[src/rtl/seq_pkg.sv]
// Shared types and constants for the sequence detector front end and its benches.
// Holds the default word width, the word type and the serializer's debug state encoding.
package seq_pkg;

    localparam int SEQ_WORD_W = 32;
    // Bit-counter width for a default-width word (counts 0..SEQ_WORD_W).
    localparam int SEQ_CNT_W  = $clog2(SEQ_WORD_W + 1);

    typedef logic [SEQ_WORD_W-1:0] seq_word_t;

    // {shifter busy, hold full}
    typedef enum logic [1:0] {
        SEQ_IDLE      = 2'b00,
        SEQ_PENDING   = 2'b01,
        SEQ_SHIFT     = 2'b10,
        SEQ_SHIFT_BUF = 2'b11
    } seq_state_t;

endpackage

[src/rtl/seq_hold_reg.sv]
// One-entry valid/ready holding buffer in front of the serializer's shifter.
// Handshake: a word moves on an edge where in_valid && in_ready; in_ready never depends on in_valid.
module seq_hold_reg
    import seq_pkg::*;
#(
    parameter int WIDTH = SEQ_WORD_W
) (
    input  logic             clk,
    input  logic             reset,
    input  logic [WIDTH-1:0] in_data,
    input  logic             in_valid,
    input  logic             flush,
    input  logic             pop,
    output logic             in_ready,
    output logic [WIDTH-1:0] hold,
    output logic             hold_full
);

    assign in_ready = !hold_full && !flush;

    // Accept and pop are mutually exclusive: accept needs an empty buffer, pop a full one.
    always_ff @(posedge clk or negedge reset) begin
        if (!reset) begin
            hold      <= '0;
            hold_full <= 1'b0;
        end else if (flush) begin
            hold      <= '0;
            hold_full <= 1'b0;
        end else if (in_valid && in_ready) begin
            hold      <= in_data;
            hold_full <= 1'b1;
        end else if (pop) begin
            hold_full <= 1'b0;
        end
    end

endmodule

[src/rtl/seq_serializer.sv]
// Parallel-to-serial front end: buffers one word and streams it one bit per clock on seq.
// Define SEQ_SER_LSB_FIRST_EN to emit bit 0 first; default build emits the MSB first.
module seq_serializer
    import seq_pkg::*;
#(
    parameter int WIDTH = SEQ_WORD_W
) (
    input  logic             clk,
    input  logic             reset,
    input  logic [WIDTH-1:0] in_data,
    input  logic             in_valid,
    output logic             in_ready,
    input  logic             flush,
    output logic             seq,
    output logic             seq_valid,
    output logic             word_done,
    output seq_state_t       dbg_state
);

    localparam int CNT_W = $clog2(WIDTH + 1);
    localparam logic [CNT_W-1:0] CNT_FULL = CNT_W'(WIDTH);
    localparam logic [CNT_W-1:0] CNT_ONE  = CNT_W'(1);

    logic [WIDTH-1:0] sh;
    logic [WIDTH-1:0] hold;
    logic [CNT_W-1:0] cnt;
    logic             hold_full;
    logic             load;
    logic             pop;

    // Reloading during the last bit (cnt == 1) is what makes back-to-back words gapless.
    assign load = hold_full && (cnt <= CNT_ONE);
    assign pop  = load && !flush;

    seq_hold_reg #(.WIDTH(WIDTH)) u_hold (
        .clk       (clk),
        .reset     (reset),
        .in_data   (in_data),
        .in_valid  (in_valid),
        .flush     (flush),
        .pop       (pop),
        .in_ready  (in_ready),
        .hold      (hold),
        .hold_full (hold_full)
    );

    always_ff @(posedge clk or negedge reset) begin
        if (!reset) begin
            sh  <= '0;
            cnt <= '0;
        end else if (flush) begin
            sh  <= '0;
            cnt <= '0;
        end else if (load) begin
            sh  <= hold;
            cnt <= CNT_FULL;
        end else if (cnt > CNT_ONE) begin
`ifdef SEQ_SER_LSB_FIRST_EN
            sh  <= sh >> 1;
`else
            sh  <= sh << 1;
`endif
            cnt <= cnt - CNT_ONE;
        end else if (cnt == CNT_ONE) begin
            cnt <= '0;
        end
    end

    always_comb begin
        seq_valid = (cnt != '0);
        word_done = (cnt == CNT_ONE);
`ifdef SEQ_SER_LSB_FIRST_EN
        seq       = seq_valid && sh[0];
`else
        seq       = seq_valid && sh[WIDTH-1];
`endif
    end

    always_comb begin
        dbg_state = SEQ_IDLE;
        case ({seq_valid, hold_full})
            2'b00:   dbg_state = SEQ_IDLE;
            2'b01:   dbg_state = SEQ_PENDING;
            2'b10:   dbg_state = SEQ_SHIFT;
            default: dbg_state = SEQ_SHIFT_BUF;
        endcase
    end

endmodule
[config.mk]
export PLATFORM = sky130hd
export DESIGN_NAME = seq_serializer
export DESIGN_NICKNAME = d
export VERILOG_FILES = /design/src/rtl/seq_pkg.sv /design/src/rtl/seq_hold_reg.sv /design/src/rtl/seq_serializer.sv
export SDC_FILE = /design/constraint.sdc
export NUM_CORES = 1
export LEC_CHECK = 0
export CAP_MARGIN = 0
export CORE_MARGIN = 4
export CORE_UTILIZATION = 39
export DETAILED_ROUTE_END_ITERATION = 7
export DONT_BUFFER_PORTS = 1
export PLACE_DENSITY_LB_ADDON = 0.2
export REMOVE_ABC_BUFFERS = 1
export SYNTH_ARGS = -nofsm -noshare
export SYNTH_HDL_FRONTEND = slang
export SYNTH_SLANG_ARGS = --single-unit
[constraint.sdc]
create_clock -name clk -period 2.2 [get_ports clk]
set_clock_uncertainty 0.2 [all_clocks]
set_input_delay 0.44 -clock clk [delete_from_list [all_inputs] [get_ports clk]]
set_output_delay 0.44 -clock clk [all_outputs]
set_load 0.05 [all_outputs]
---- Yosys cells after proc, flatten, opt, wreduce, memory -nomap -nowiden ----
Cells that the tools add are included.
cells by class
  equal/unequal tests ..................... 3
  bitwise logic cells ..................... 0
  shift operators ......................... 0
  magnitude comparators ................... 2
  add/subtract/negate cells ............... 1
  $mul .................................... 0
  divide/modulo/power cells ............... 0
  reduce and logical (&&, ||, !) cells .... 13
  multiplexer cells ....................... 13
operator list
  kind                   number
  $mux W32               5
  $mux W6                4
  $eq A6 B1 Y1 const B   1
  $gt A6 B1 Y1 const B   1
  $le A6 B1 Y1 const B   1
  $pmux W2 S3            1
  $reduce_bool A3 Y1     2
  $reduce_bool A6 Y1     1
  $sub A6 B1 Y6 const B  1
  $logic_and A1 B1 Y1    5
  $reduce_bool A4 Y1     1
  $mux W1                3
  $eq A2 B1 Y1 const B   1
  $eq A2 B2 Y1 const B   1
  $logic_not A1 Y1       2
  $logic_not A2 Y1       1
  $reduce_bool A2 Y1     1
storage, ports and cells
  bits in registers ....................... 71
  output and inout bits ................... 6
  bits in latches ......................... 0
  memory bits (writable) .................. 0
  input port bits ......................... 36
  logic and storage cells ................. 36
  memories ................................ 0
  memory bits (read-only) ................. 0

---- Depth between registers and ports, before layout ----
  depth after elaboration ................. 6
  depth in mapped cells ................... 8

---- Hierarchy ----
From an unflattened synthesis, not the netlist that was laid out.
second synthesis, totals
  cells, all modules ...................... 338
  area, all modules ....................... 3878.7 um^2
by module, submodules not included
  module          area each (um^2)  sequential area each (um^2)  cells each  instances
  seq_serializer  2198.4            950.9                        189         1
  seq_hold_reg    1680.4            825.8                        149         1

---- Worst setup path after synthesis ----
Ideal clock, no wire load.
  path type ............................... register -> output
  from .................................... register cnt[2]
  to ...................................... output port seq
  stages on the path, launching flop included .. 6
  arrival time ............................ 1.702 ns
  path buffers ............................ 2
  required time ........................... 1.560 ns
  path slack .............................. -0.142 ns
  path through ............................ dfrtp_1 > buf_6 > nor4_4 > buf_6 > nand2_1 > and2_1
between the ends
  longest elaborated chain between the ends .. 2
ends and longest elaborated chain
  item                      line                  text
  start: declaration        seq_serializer.sv:26  logic [CNT_W-1:0] cnt;
  start signal: assignment  seq_serializer.sv:63  cnt <= cnt - CNT_ONE;
  $reduce_bool A6 Y1        seq_serializer.sv:70  seq_valid = (cnt != '0);
  via seq_valid             seq_serializer.sv:15  output logic seq_valid,
  $logic_and A1 B1 Y1       seq_serializer.sv:75  seq = seq_valid && sh[WIDTH-1];
  end: declaration          seq_serializer.sv:14  output logic seq,
The timed path passes the listed nets, and every way through them passes these cells.

---- Final worst setup path ----
  from .................................... register cnt[3]
  to ...................................... output port seq
between the ends
  longest elaborated chain between the ends .. 2
ends and longest elaborated chain
  item                 line
  $reduce_bool A6 Y1   seq_serializer.sv:70
  $logic_and A1 B1 Y1  seq_serializer.sv:75
Every way passes these cells.

==> results.txt <==
- Result of the run: finished with violations
- Failing checks: negative hold slack
- Tightest slew margin relative to the limit: 69.6%
- YS warnings: 0
- The critical path is of the reg2out type.
- Power share of the combinational group: 49.7%
* Clock share of power: 18.3%
- Cells fill 47.5% of the core in the end.
- Of all nets on the critical path, the largest fanout is 3.
* Floorplan row count: 34
* Deepest clock path buffer count: 2
- Layout cells sized above 1: 21.7%
- Top cells by area, synth: dfrtp_1, a211oi_2, mux2i_1
- The number of global-route vias before repair came to roughly 2600.
* Final design area excluding fillers: 4220 sq um
- Number of antenna diodes: 0
- Placed wire-length estimate after detailed placement: 4320 microns
- Top cell types by occurrence after synthesis: dfrtp_1, o21ai_0, nand2_1
* Number of H-tree levels: 3
- The number of hold violations in the final report came to 71.
- Setup slack after layout: around 0.063 ns
* Dominant cell type by area after synthesis: dfrtp_1
- Final cell count without fillers: between 400 and 500
- Max VDD drop: 0.471 mV
- The min-delay analysis places its worst path in the category in2async.
* Portion of synthesized cell area occupied by the leading cell type: between 40 and 50%
- The die is 104 microns wide.
* Starting density of the core: 40.8%
- After the first detailed-routing iteration, the DRC count stood at about 150.
* Hold WS: -0.415 ns
- The number of antenna violations at the first check in global routing is 0.
- Register-to-register path setup slack: 0.16 ns
- Static leakage: 1.72 nW
- Signed area change from the synthesized netlist to the final layout: 16.3%
- Number of filler cells placed in the layout: just over 800
* Worst EP arrival: ~1.5 ns
- Sum of negative setup slack: 0 ns
* Final antenna-violating net count: 0
- Clock transition at the registers of the reported paths: 0.08 ns
- 42 I/O pins were placed.
- Clock tree synthesis found a total of 71 sinks.
* Vertical die dimension: 104 microns
- Remaining global-route overflow: 0
- Entering global routing, the biggest net connects ~70 pins.
- In the synthesized netlist, the number of instances is 333.
- Required @ worst endpoint: 1.56 ns
- Die outline area: 10900 sq um
* Dominant register cell in the synthesized netlist: dfrtp_1
* Mean area per synthesized cell: 10.9 sq um
- For this design the ratio of total power to cell area is 1440 nW/um^2.
- DR vias/cell: 5.28
- The first global-routing pass estimated around 13000 microns of wire.
* Number of register bits inferred by synthesis: 71
- Worst-case setup slack after placement: around 0.18 ns
- For the worst flop-to-flop path, the logic depth is 6.
* Cell area after technology mapping: 3630 sq um
* Minimum period implied by the final worst setup slack: 2.14 ns
* Standard cell core area: 8890 sq um
- Switching Share: 40.6%
- The worst register-to-register path ends at cnt[5].
* Post-route clock period utilization: 97.2%
* Instance area at placement: 3720 sq um
* Endpoints failing setup: 0
- The internal portion of the total power is 3.62 mW.
- Among all cell types in the netlist, the one instantiated most often is dfrtp_1.
- Max-capacitance violation count: 0
- The signal on the critical path passes through nor4_4 > nand2_1 > and2_4 > buf_6.
- For the pin with the worst max-slew slack, the measured transition is 0.452 ns.
* Biggest cell delay along the critical path: 0.43 ns
- Highest clock frequency the design can meet: 0.468 GHz
- The worst setup path is launched from a register.
- Number of flops mapped to enable cells by yosys: 0
* Sequential fraction of design power: roughly 32%
* DRC violations left: 0
* Total routing usage reported by global routing: 14.4%
- Routability congestion estimate: 0.833
* Count of TritonRoute iterations in the first routing pass: 4
- Root buffer cell: clkbuf_8
- Dividing the detail-routed wire length by the instance count gives 15.6 microns.
- Number of slew-limit violations in the final report: 0
- Kind of capture point of the worst setup path: output port
- Of all flip-flops after synthesis, the portion carrying an async set or reset was 100%.
- The number of placed instances, taps included, is 425.
- Via count of the routed design: 2470
- Worst reg2reg path startpoint: cnt[0]
- Sequential cell area fraction in the yosys report: 48.9%
* Net count reported at finish: 394
- Synthesis instantiated 35 different standard cells from the library.
- Inserted Clock Buffers: 9
- TritonCTS built the clock tree.
- For this design the total switching power over the nets is 2.47 mW.
- CP max-delay cell: dfrtp_2
* Count of input and output buffers: 0
- For this block, the routed nets add up to 7280 microns of wire.
- Setup repair after global routing could not meet its margin everywhere.
* Clk Latency, worst-skew pair: 0.35 ns
cells in the final DEF, fill, tap and decap left out, drive strengths merged:
cell / instances
dfrtp: 71
o21ai: 35
nand2: 34
a21oi: 33
nand2b: 32
mux2i: 32
a211oi: 32
dlygate4sd3: 22
buf: 21
clkbuf: 11
inv: 6
nor2: 3
ha: 3
and2: 3
o31ai: 2
nor3: 2
nor4: 2
nor3b: 2
or4: 2
or2: 1
a22oi: 1
a221oi: 1
or4b: 1
nor4b: 1
a21o: 1
xnor2: 1
o32ai: 1
o21bai: 1
clkinvlp: 1
clkinv: 1
bufinv: 1
worst max-delay path, delay by kind of cell, from the launching register on:
family        cells  cell delay, ns
buf+inv           1            0.14
flops             1            0.43
simple gates      3            0.59
cell type report:
class	count	area, sq um	area share (%)
Timing Repair Buffer	43	439	10.4
Inverter	4	15.0	0.356
Sequential cell	71	1780	42.2
Clock buffer	11	151	3.59
Multi-Input combinational cell	226	1640	38.8
Tap cell	108	135	3.20
Clock inverter	5	63.8	1.51
repair_timing:
item	in CTS	in global routing
endpoints found under the setup margin	3	3
pin swaps	2	3
hold endpoints to repair	123	76
gates resized for setup	3	4
buffers inserted	4	0
hold buffers	18	5
layer usage:
metal,vias to the layer above,share of wire [%],track usage [%]
met5,-,0,0
met4,0,1.3,4.27
met3,10,4.1,5.03
met2,46,46,21.8
met1,1199,49,19.4
li1,1215,-,-
worst max path at each step:
stage	cells after the start	to	from	slack, ns
final	4	seq	cnt[3]	0.06
after global routing	4	seq	cnt[3]	-0.04
after CTS	4	seq	cnt[5]	0.02
after detailed placement	6	cnt[5]	cnt[0]	0.18
after global placement	6	cnt[5]	cnt[0]	0.24
after floorplan	2	u_hold.hold[0]	u_hold.hold_full	-1.48
power by group through the flow:
stage               registers, mW  logic (mW)  clock network [mW]
floorplan                    1.95        2.06                   0
global placement             1.97        2.83                   0
detailed placement           1.98        2.86                   0
CTS                          1.95        3.00                1.15
global route                 2.00        3.32                1.23
finish                       1.95        3.02                1.11
logic make-up after synthesis:
kind of cell | share of synthesized area (%)
AOI/OAI and AO/OA | 22.0
xor gates and xnor gates | 0.241
adders and majority gates | 1.03
buffers and inverters | 6.20
DFF | 48.9
muxes | 8.82
and+or+nand+nor | 12.7
metrics by stage:
stage | power, mW | hold slack (ns)
4_1_cts | 6.10 | -0.440
2_1_floorplan | 4.01 | -0.0556
6_report | 6.09 | -0.415
3_5_place_dp | 4.84 | -0.0522
5_1_grt | 6.55 | -0.459
3_3_place_gp | 4.80 | -0.0521
flip-flops by register name (all words and copies together) (netlist names):
| signal | flops |
|---|---|
| u_hold.hold_full | 1 |
| sh | 32 |
| cnt | 6 |
| u_hold.hold | 32 |
Power figures use the tool's default switching activity.
